### config.mk
export PLATFORM = sky130hd
export DESIGN_NAME = spi_conf_receiver_flat
export DESIGN_NICKNAME = d
export VERILOG_FILES = /design/src/rtl/spi_conf_receiver_pkg.sv /design/src/rtl/spi_conf_receiver_if.sv /design/src/rtl/sync_2ff.sv /design/src/rtl/spi_conf_receiver.sv /design/src/flat_wrapper.sv
export SDC_FILE = /design/constraint.sdc
export NUM_CORES = 1
export LEC_CHECK = 0
export BUFFER_PORTS_ARGS = -buffer_cell sky130_fd_sc_hd__buf_2
export CAP_MARGIN = 20
export CORE_MARGIN = 5
export CORE_UTILIZATION = 35
export DETAILED_ROUTE_END_ITERATION = 16
export PLACE_DENSITY = 0.5
export SLEW_MARGIN = 25
export SYNTH_ARGS = -nofsm -noshare
export SYNTH_HDL_FRONTEND = slang
export SYNTH_HIERARCHICAL = 1
export SYNTH_SLANG_ARGS = --single-unit
### constraint.sdc
create_clock -name ck_1356meg -period 4.2 [get_ports ck_1356meg]
set_clock_uncertainty 0.15 [all_clocks]
set_input_delay 0.63 -clock ck_1356meg [delete_from_list [all_inputs] [get_ports ck_1356meg]]
set_output_delay 0.63 -clock ck_1356meg [all_outputs]
set_load 0.02 [all_outputs]
### src/rtl/spi_conf_receiver_pkg.sv
// Shared FPGA constants for the SPI configuration receiver: command codes,
// word geometry, reset values, major-mode encodings and FSM state type.
package spi_conf_receiver_pkg;

    localparam int unsigned WordWidth = 16;
    localparam int unsigned CntWidth  = 5;

    localparam logic [3:0] CmdSetMajorMode = 4'h1;
    localparam logic [3:0] CmdSetDivisor   = 4'h2;

    localparam logic [7:0]          DivisorReset = 8'd95;
    localparam logic [CntWidth-1:0] FullCount    = 5'd16;
    // One past a full word, so over-long frames never look like 16 bits.
    localparam logic [CntWidth-1:0] CntSat       = 5'd17;

    typedef enum logic [2:0] {
        MmLfReader     = 3'd0,
        MmLfEdgeDetect = 3'd1,
        MmHfReader     = 3'd2,
        MmHfSimulator  = 3'd3,
        MmHfIso14443a  = 3'd4,
        MmLfPassthru   = 3'd5,
        MmHfFsk        = 3'd6,
        MmOff          = 3'd7
    } major_mode_e;

    localparam major_mode_e MajorModeReset = MmLfReader;

    typedef enum logic [1:0] {
        StIdle  = 2'd0,
        StShift = 2'd1,
        StCheck = 2'd2
    } state_e;

    function automatic logic [3:0] cmd_of(input logic [WordWidth-1:0] word);
        return word[WordWidth-1 -: 4];
    endfunction

endpackage

### src/rtl/spi_conf_receiver_if.sv
// SPI pins from the ARM plus the decoded configuration outputs.
interface spi_conf_receiver_if;
    import spi_conf_receiver_pkg::*;

    logic                 spcki;
    logic                 mosi;
    logic                 ncs;
    logic [WordWidth-1:0] conf_word;
    logic [2:0]           major_mode;
    logic [7:0]           divisor;
    logic                 conf_strobe;
    logic                 frame_err;
    logic                 busy;

    modport master (
        output spcki, mosi, ncs,
        input  conf_word, major_mode, divisor, conf_strobe, frame_err, busy
    );

    modport slave (
        input  spcki, mosi, ncs,
        output conf_word, major_mode, divisor, conf_strobe, frame_err, busy
    );

endinterface

### src/rtl/sync_2ff.sv
// Two-flop synchronizer for one asynchronous input bit.
module sync_2ff #(
    parameter logic ResetVal = 1'b0
) (
    input  logic clk,
    input  logic rst,
    input  logic d,
    output logic q
);

    logic meta_q;

    // Resolve metastability over two stages; reset to the pin's idle level.
    always_ff @(posedge clk or posedge rst) begin
        if (rst) begin
            meta_q <= ResetVal;
            q      <= ResetVal;
        end else begin
            meta_q <= d;
            q      <= meta_q;
        end
    end

endmodule

### src/rtl/spi_conf_receiver.sv
// Receives 16-bit configuration words over SPI from the ARM, validates the
// frame length and decodes major-mode / divisor commands.
module spi_conf_receiver
    import spi_conf_receiver_pkg::*;
(
    input logic                ck_1356meg,
    input logic                rst,
    spi_conf_receiver_if.slave bus
);

    logic spcki_s, mosi_s, ncs_s;
    logic spcki_q, ncs_q;
    logic spcki_rise, ncs_rise, ncs_fall;

    logic [1:0] flush_q;
    logic       armed_q;

    state_e               state_q;
    logic [CntWidth-1:0]  bit_cnt_q;
    logic [WordWidth-1:0] shreg_q;
    logic [WordWidth-1:0] conf_word_q;
    logic [2:0]           major_mode_q;
    logic [7:0]           divisor_q;
    logic                 conf_strobe_q;
    logic                 frame_err_q;
    logic                 busy_q;

    sync_2ff #(.ResetVal(1'b0)) u_sync_spcki (
        .clk (ck_1356meg),
        .rst (rst),
        .d   (bus.spcki),
        .q   (spcki_s)
    );

    sync_2ff #(.ResetVal(1'b0)) u_sync_mosi (
        .clk (ck_1356meg),
        .rst (rst),
        .d   (bus.mosi),
        .q   (mosi_s)
    );

    sync_2ff #(.ResetVal(1'b1)) u_sync_ncs (
        .clk (ck_1356meg),
        .rst (rst),
        .d   (bus.ncs),
        .q   (ncs_s)
    );

    // Third copy of the synced clock and select for edge detection.
    always_ff @(posedge ck_1356meg or posedge rst) begin
        if (rst) begin
            spcki_q <= 1'b0;
            ncs_q   <= 1'b1;
        end else begin
            spcki_q <= spcki_s;
            ncs_q   <= ncs_s;
        end
    end

    assign spcki_rise = spcki_s & ~spcki_q;
    assign ncs_rise   = ncs_s & ~ncs_q;
    assign ncs_fall   = ~ncs_s & ncs_q;

    // Arm frame start only once ncs has been seen high after the sync
    // pipeline has flushed its reset values, so a select already low at
    // reset release cannot open a frame.
    always_ff @(posedge ck_1356meg or posedge rst) begin
        if (rst) begin
            flush_q <= 2'd0;
            armed_q <= 1'b0;
        end else begin
            if (flush_q != 2'd3) begin
                flush_q <= flush_q + 2'd1;
            end
            if (flush_q == 2'd3 && ncs_s && ncs_q) begin
                armed_q <= 1'b1;
            end
        end
    end

    // Frame FSM with registered outputs: shift, then validate and commit.
    always_ff @(posedge ck_1356meg or posedge rst) begin
        if (rst) begin
            state_q       <= StIdle;
            bit_cnt_q     <= '0;
            shreg_q       <= '0;
            conf_word_q   <= '0;
            major_mode_q  <= MajorModeReset;
            divisor_q     <= DivisorReset;
            conf_strobe_q <= 1'b0;
            frame_err_q   <= 1'b0;
            busy_q        <= 1'b0;
        end else begin
            conf_strobe_q <= 1'b0;
            frame_err_q   <= 1'b0;
            unique case (state_q)
                StIdle: begin
                    if (ncs_fall && armed_q) begin
                        state_q   <= StShift;
                        bit_cnt_q <= '0;
                        shreg_q   <= '0;
                        busy_q    <= 1'b1;
                    end
                end
                StShift: begin
                    if (spcki_rise) begin
                        shreg_q <= {shreg_q[WordWidth-2:0], mosi_s};
                        if (bit_cnt_q != CntSat) begin
                            bit_cnt_q <= bit_cnt_q + 5'd1;
                        end
                    end
                    if (ncs_rise) begin
                        state_q <= StCheck;
                    end
                end
                StCheck: begin
                    if (bit_cnt_q == FullCount) begin
                        conf_word_q   <= shreg_q;
                        conf_strobe_q <= 1'b1;
                        case (cmd_of(shreg_q))
                            CmdSetMajorMode: major_mode_q <= shreg_q[2:0];
                            CmdSetDivisor:   divisor_q    <= shreg_q[7:0];
                            default: ;
                        endcase
                    end else begin
                        frame_err_q <= 1'b1;
                    end
                    state_q <= StIdle;
                    busy_q  <= 1'b0;
                end
                default: begin
                    state_q <= StIdle;
                    busy_q  <= 1'b0;
                end
            endcase
        end
    end

    assign bus.conf_word   = conf_word_q;
    assign bus.major_mode  = major_mode_q;
    assign bus.divisor     = divisor_q;
    assign bus.conf_strobe = conf_strobe_q;
    assign bus.frame_err   = frame_err_q;
    assign bus.busy        = busy_q;

endmodule
### src/flat_wrapper.sv
// flat-port wrapper written by rule: the top's interface ports become plain ports
module spi_conf_receiver_flat import spi_conf_receiver_pkg::*;
  (ck_1356meg, rst, bus_spcki, bus_mosi, bus_ncs, bus_conf_word, bus_major_mode, bus_divisor, bus_conf_strobe, bus_frame_err, bus_busy);
  spi_conf_receiver_if bus_i ();
  input logic ck_1356meg;
  input logic rst;
  input wire logic [$bits(bus_i.spcki)-1:0] bus_spcki;
  input wire logic [$bits(bus_i.mosi)-1:0] bus_mosi;
  input wire logic [$bits(bus_i.ncs)-1:0] bus_ncs;
  output wire logic [$bits(bus_i.conf_word)-1:0] bus_conf_word;
  output wire logic [$bits(bus_i.major_mode)-1:0] bus_major_mode;
  output wire logic [$bits(bus_i.divisor)-1:0] bus_divisor;
  output wire logic [$bits(bus_i.conf_strobe)-1:0] bus_conf_strobe;
  output wire logic [$bits(bus_i.frame_err)-1:0] bus_frame_err;
  output wire logic [$bits(bus_i.busy)-1:0] bus_busy;
  assign bus_i.spcki = bus_spcki;
  assign bus_i.mosi = bus_mosi;
  assign bus_i.ncs = bus_ncs;
  assign bus_conf_word = bus_i.conf_word;
  assign bus_major_mode = bus_i.major_mode;
  assign bus_divisor = bus_i.divisor;
  assign bus_conf_strobe = bus_i.conf_strobe;
  assign bus_frame_err = bus_i.frame_err;
  assign bus_busy = bus_i.busy;
  spi_conf_receiver u_core (.ck_1356meg(ck_1356meg), .rst(rst), .bus(bus_i));
endmodule
# == Word-level counts from Yosys, hierarchy flattened ==
# Cells that the tools add are included.
# word_totals
register_bits,64
output_inout_bits,30
word_cells,68
# classes
addsub,2
eq_ne,12
n_mux,16
bitwise,7
n_reduce_logical,12
# ops
op,n
$mux W16,2
$pmux W16 S2,1
$mux W5,3
$pmux W5 S2,1
$reduce_and A3 Y1,3
$ne A2 B1 Y1 const B,4
$reduce_and A2 Y1,3
$add A5 B1 Y5 const B,1
$eq A5 B5 Y1 const B,1
$mux W1,5
$ne A5 B5 Y1 const B,1
$eq A2 B2 Y1 const B,2
$eq A4 B1 Y1 const B,1
$eq A4 B2 Y1 const B,1
$mux W2,2
$not A1 Y1,4
$pmux W2 S2,1
$reduce_and A4 Y1,1
$and A1 B1 Y1,3
$logic_and A1 B1 Y1,3
$add A2 B1 Y2 const B,1
$eq A2 B1 Y1 const B,1
$logic_not A2 Y1,1
$ne A2 B2 Y1 const B,1
2 further kinds,2

# == Longest topological paths before layout ==
# depth
ltp_word,5
ltp_mapped,6
mapped_depth_nobuf,5

# == Modules after synthesis ==
# Netlist, hierarchy kept.
# modules_own_cells
module,instances,cells_each,area_each_um2,seq_area_each_um2
spi_conf_receiver,1,188,2524.9,1460.2
sync_2ff (u_core.u_sync_mosi ...),2,3,53.8,50.0
sync_2ff (u_core.u_sync_ncs),1,3,56.3,52.6

# == Worst setup path after synthesis ==
# No wires, ideal clock.
# synth_timing
kind,register to register
start,register u_core.bit_cnt_q[0]
end,register u_core.conf_word_q[0] (netlist: u_core/bus.conf_word[0])
arrival_time_ps,1417
path_slack_ps,2508
path_stages_with_launch,7
synth_period_minus_slack_ps,1692
path_cell_list,dfrtp_1 inv_1 ha_1 and4bb_4 nand2_4 buf_12 mux2_4
# synth_via
elab_chain_len,2
# synth_rtl
element,line,rtl
"start, declared",spi_conf_receiver.sv:19,logic [CntWidth-1:0] bit_cnt_q;
"start signal, assigned",spi_conf_receiver.sv:109,bit_cnt_q <= bit_cnt_q + 5'd1;
$eq A5 B5 Y1,spi_conf_receiver.sv:117,if (bit_cnt_q == FullCount) begin
$reduce_and A2 Y1 (no line),n/a,
"end signal, assigned",spi_conf_receiver.sv:118,conf_word_q <= shreg_q;
"end, declared",spi_conf_receiver.sv:21,logic [WordWidth-1:0] conf_word_q;
# No other way between the ends.
# A chain may end at the register's enable or synchronous reset.

# == Worst setup path after layout ==
# layout_timing
start,register u_core.bit_cnt_q[0]
end,register u_core.conf_word_q[2] (netlist: u_core/bus.conf_word[2])
# The elaborated chain is that of the path after synthesis.

==> run_results.csv <==
group,metric,value,unit
timing,slew_viol_final,0,
global_routing,grt_first_pass_wirelength,8259,um
worst_hold_path,hp-class,"reg -> reg",
global_routing,antenna_found_initial,0,
synth,yosysWarnings,6,
layout,antenna_cells,0,
route,num_vias,1555,
synth,syn_area,2689,um2
cts,path_clk_slew,0.06,ns
cts,cts_max_level,3,
timing,holdWs,0.2006,ns
layout,area_growth,17.03,%
timing,rsz0062_at_grt,"false",
setup_path,cp_data_required_time,4.27,ns
place,place_congestion,0.7269,
cts,cts_tree,"done",
cts,cts_setup_buffers,0,
global_routing,grt_max_degree,44,
cts,cts_buffer_depth,2,
synth,netlist.area_leader.share,0.5119,
setup_path,worstPathMaxFanout,17,
setup_path,critPathKind,"reg -> reg",
synth,async_flop_share,1.000,
timing,max_freq,0.5440,GHz
synth,synth_seq_cells,64,
synth,synth_cells,197,
route,ant_nets,0,
global_routing,grt_pass1_vias,1669,
setup_path,rrSetupSlack,2.36,ns
power,power_density,410.4,nW/um2
synth,seq_area_frac_synth,0.5998,
cts,postCtsHoldBufs,1,
timing,finalHoldViolCount,0,
cts,clock_latency,0.33,ns
run,max_cap_viol_count,0,
cts,cts_root_buf,"clkbuf_8",
die,chipWidth,97.65,um
timing,worstMarginPinSlew,0.7497,ns
global_routing,overflow,0,
synth,synth_area_leaders,"dfrtp_1 51%, dfstp_2 8.8%, mux2_2 8.0%, mux2i_1 6.0%, mux2_4 5.0%",
place,dpl_cell_area,2964,um2
die,rows,32,
layout,finalInstanceArea,3147,um2
synth,synth_edf_count,0,
timing,setup_violations,0,
layout,drive_gt1_frac,0.3943,
synth,yosysTopAreaCell,"dfrtp_1",
setup_path,crit_arrival,1.90,ns
timing,slew_headroom,0.4996,
die,coreArea,7607,um2
synth,ys_types,39,
timing,fin_crit_sh,0.4377,
layout,fin_nets,250,
synth,syn_area_per_cell,13.65,um2
cts,numCtsBuffers,9,
route,dr.pass1.iters,4,
place,port_buffers,34,
synth,synth_fp_nets,206,
route,drc_errors,0,
power,vdd_drop_max,0.2395,mV
route,post_drt_wl_per_cell,13.07,um
timing,finalWorstSetupSlack,2.362,ns
route,via_per_inst,4.468,
global_routing,grtUsageTotal,0.1105,
place,dp_slack,2.342,ns
timing,post-route-min-period,1.838,ns
die,die_h,97.65,um
route,drt_iter0_markers,41,
die,dieArea,9536,um2
layout,num-fill-cells,765,
outcome,outcome,"finished, final reports clean",
setup_path,end_kind,"register",
cts,clkSinkCount,64,
setup_path,start_kind,"register",
die,ios,35,
place,dp_hpwl,3103,um
synth,synth_ff_type,"dfrtp_1",
power,p_leak,0.001601,uW
cts,ctsResizeCount,0,
timing,fin_setup_tns,0,ns
die,start_util,0.3535,
route,totalWireLength,4547,um
[critical path, cell delays in order, from the launching register on]
cell	delay [ns]
dfrtp_1	0.43
inv_1	0.08
ha_1	0.20
and4bb_4	0.22
nand2_4	0.26
mux2_2	0.37
[cell usage in the layout, fill, tap and decap left out, drive strengths merged, types with 2 or more instances in the layout]
cell type	netlist	routed
nand3	2	2
nand2	17	17
a21oi	4	4
a211o	2	2
clkbuf	0	15
a2bb2oi	2	2
ha	4	4
nand4	2	2
and3	2	2
dfrtp	55	55
nor2b	4	4
clkinv	0	2
nor3	2	2
nor2	2	2
nand4bb	2	2
buf	5	37
and3b	2	2
and4bb	2	2
mux2	28	28
and2b	2	2
dfstp	9	9
mux2i	16	16
inv	24	23
[flip-flops by register name (all words and copies together) (netlist names), 2 cells and up]
name                   count
u_core/bus.conf_word      16
u_core/shreg_q            16
u_core/bus.divisor         8
u_core/bus.major_mode      3
u_core/flush_q             2
u_core/bit_cnt_q           5
u_core/state_q             2
[cells in the mapped netlist, types with 2 or more instances]
library cell and number:
a21oi_1 4, a2bb2oi_1 2, and2b_2 2, and3_1 2, buf_2 2, dfrtp_1 55, dfstp_2 9, ha_1 4
inv_1 24, mux2_2 19, mux2_4 9, mux2i_1 16, nand2_1 16, nand3_1 2, nand4bb_1 2, nor2_1 2
nor2b_1 4, nor3_1 2
[worst paths after layout]
kind | startpoint | to | cells past startpoint
worst max-delay path | u_core/bit_cnt_q[0] | u_core/bus.conf_word[2] | 5
worst min-delay path | u_core/u_sync_spcki/meta_q | u_core/u_sync_spcki/q | 0
worst max register to register | u_core/bit_cnt_q[0] | u_core/bus.conf_word[2] | 5
worst min register to register | u_core/u_sync_spcki/meta_q | u_core/u_sync_spcki/q | 0
max in group asynchronous | rst | u_core/shreg_q[12] | 4
min in group asynchronous | rst | u_core/u_sync_spcki/meta_q | 3
[routing by layer]
| layer | global-route usage | vias up | share of wire | wire length, um |
|---|---|---|---|---|
| met5 | 0 | - | 0 | 0 |
| met4 | 0.04153 | 0 | 0.017 | 77 |
| met3 | 0.04882 | 5 | 0.057 | 260 |
| met2 | 0.1613 | 35 | 0.43 | 1973 |
| met1 | 0.1444 | 762 | 0.49 | 2235 |
| li1 | - | 753 | - | - |
[power breakdown]
part / switching [uW] / leakage [uW] / internal (uW) / total (uW)
logic: 70.0 / 0.000691 / 63.8 / 134
clock network: 213 / 0.0000877 / 247 / 459
registers: 45.0 / 0.000822 / 653 / 698
[through the flow]
| stage | total power [uW] | util | instances |
|---|---|---|---|
| CTS | 1318 | 0.4135 | 348 |
| finish | 1291 | 0.4137 | 348 |
| global placement | 845.4 | 0.3896 | 331 |
| global route | 1374 | 0.4137 | 348 |
| floorplan | 804.4 | - | 197 |
| detailed placement | 845.4 | 0.3896 | 331 |
[logic make-up (layout without fill, tap and decap cells)]
| family | Yosys count | after routing | share of synthesized area |
|---|---|---|---|
| compound gates | 13 | 13 | 0.03537 |
| xor+xnor | 1 | 1 | 0.003258 |
| fa+ha+maj | 4 | 4 | 0.01861 |
| buf+inv | 29 | 78 | 0.05165 |
| flops | 64 | 64 | 0.5998 |
| mux | 44 | 44 | 0.1894 |
| simple gates | 42 | 42 | 0.1019 |
[cell type report]
class                           count  area (um2)  share of cell area
Sequential cell                    64        1613              0.5125
Tap cell                          102       127.6             0.04056
Clock buffer                       15       166.4             0.05288
Clock inverter                      1       5.005            0.001590
Multi-Input combinational cell    104       940.9              0.2990
Timing Repair Buffer               38       202.7             0.06441
Inverter                           24       91.34             0.02903
Note: power is estimated with default switching activity, not from simulation.
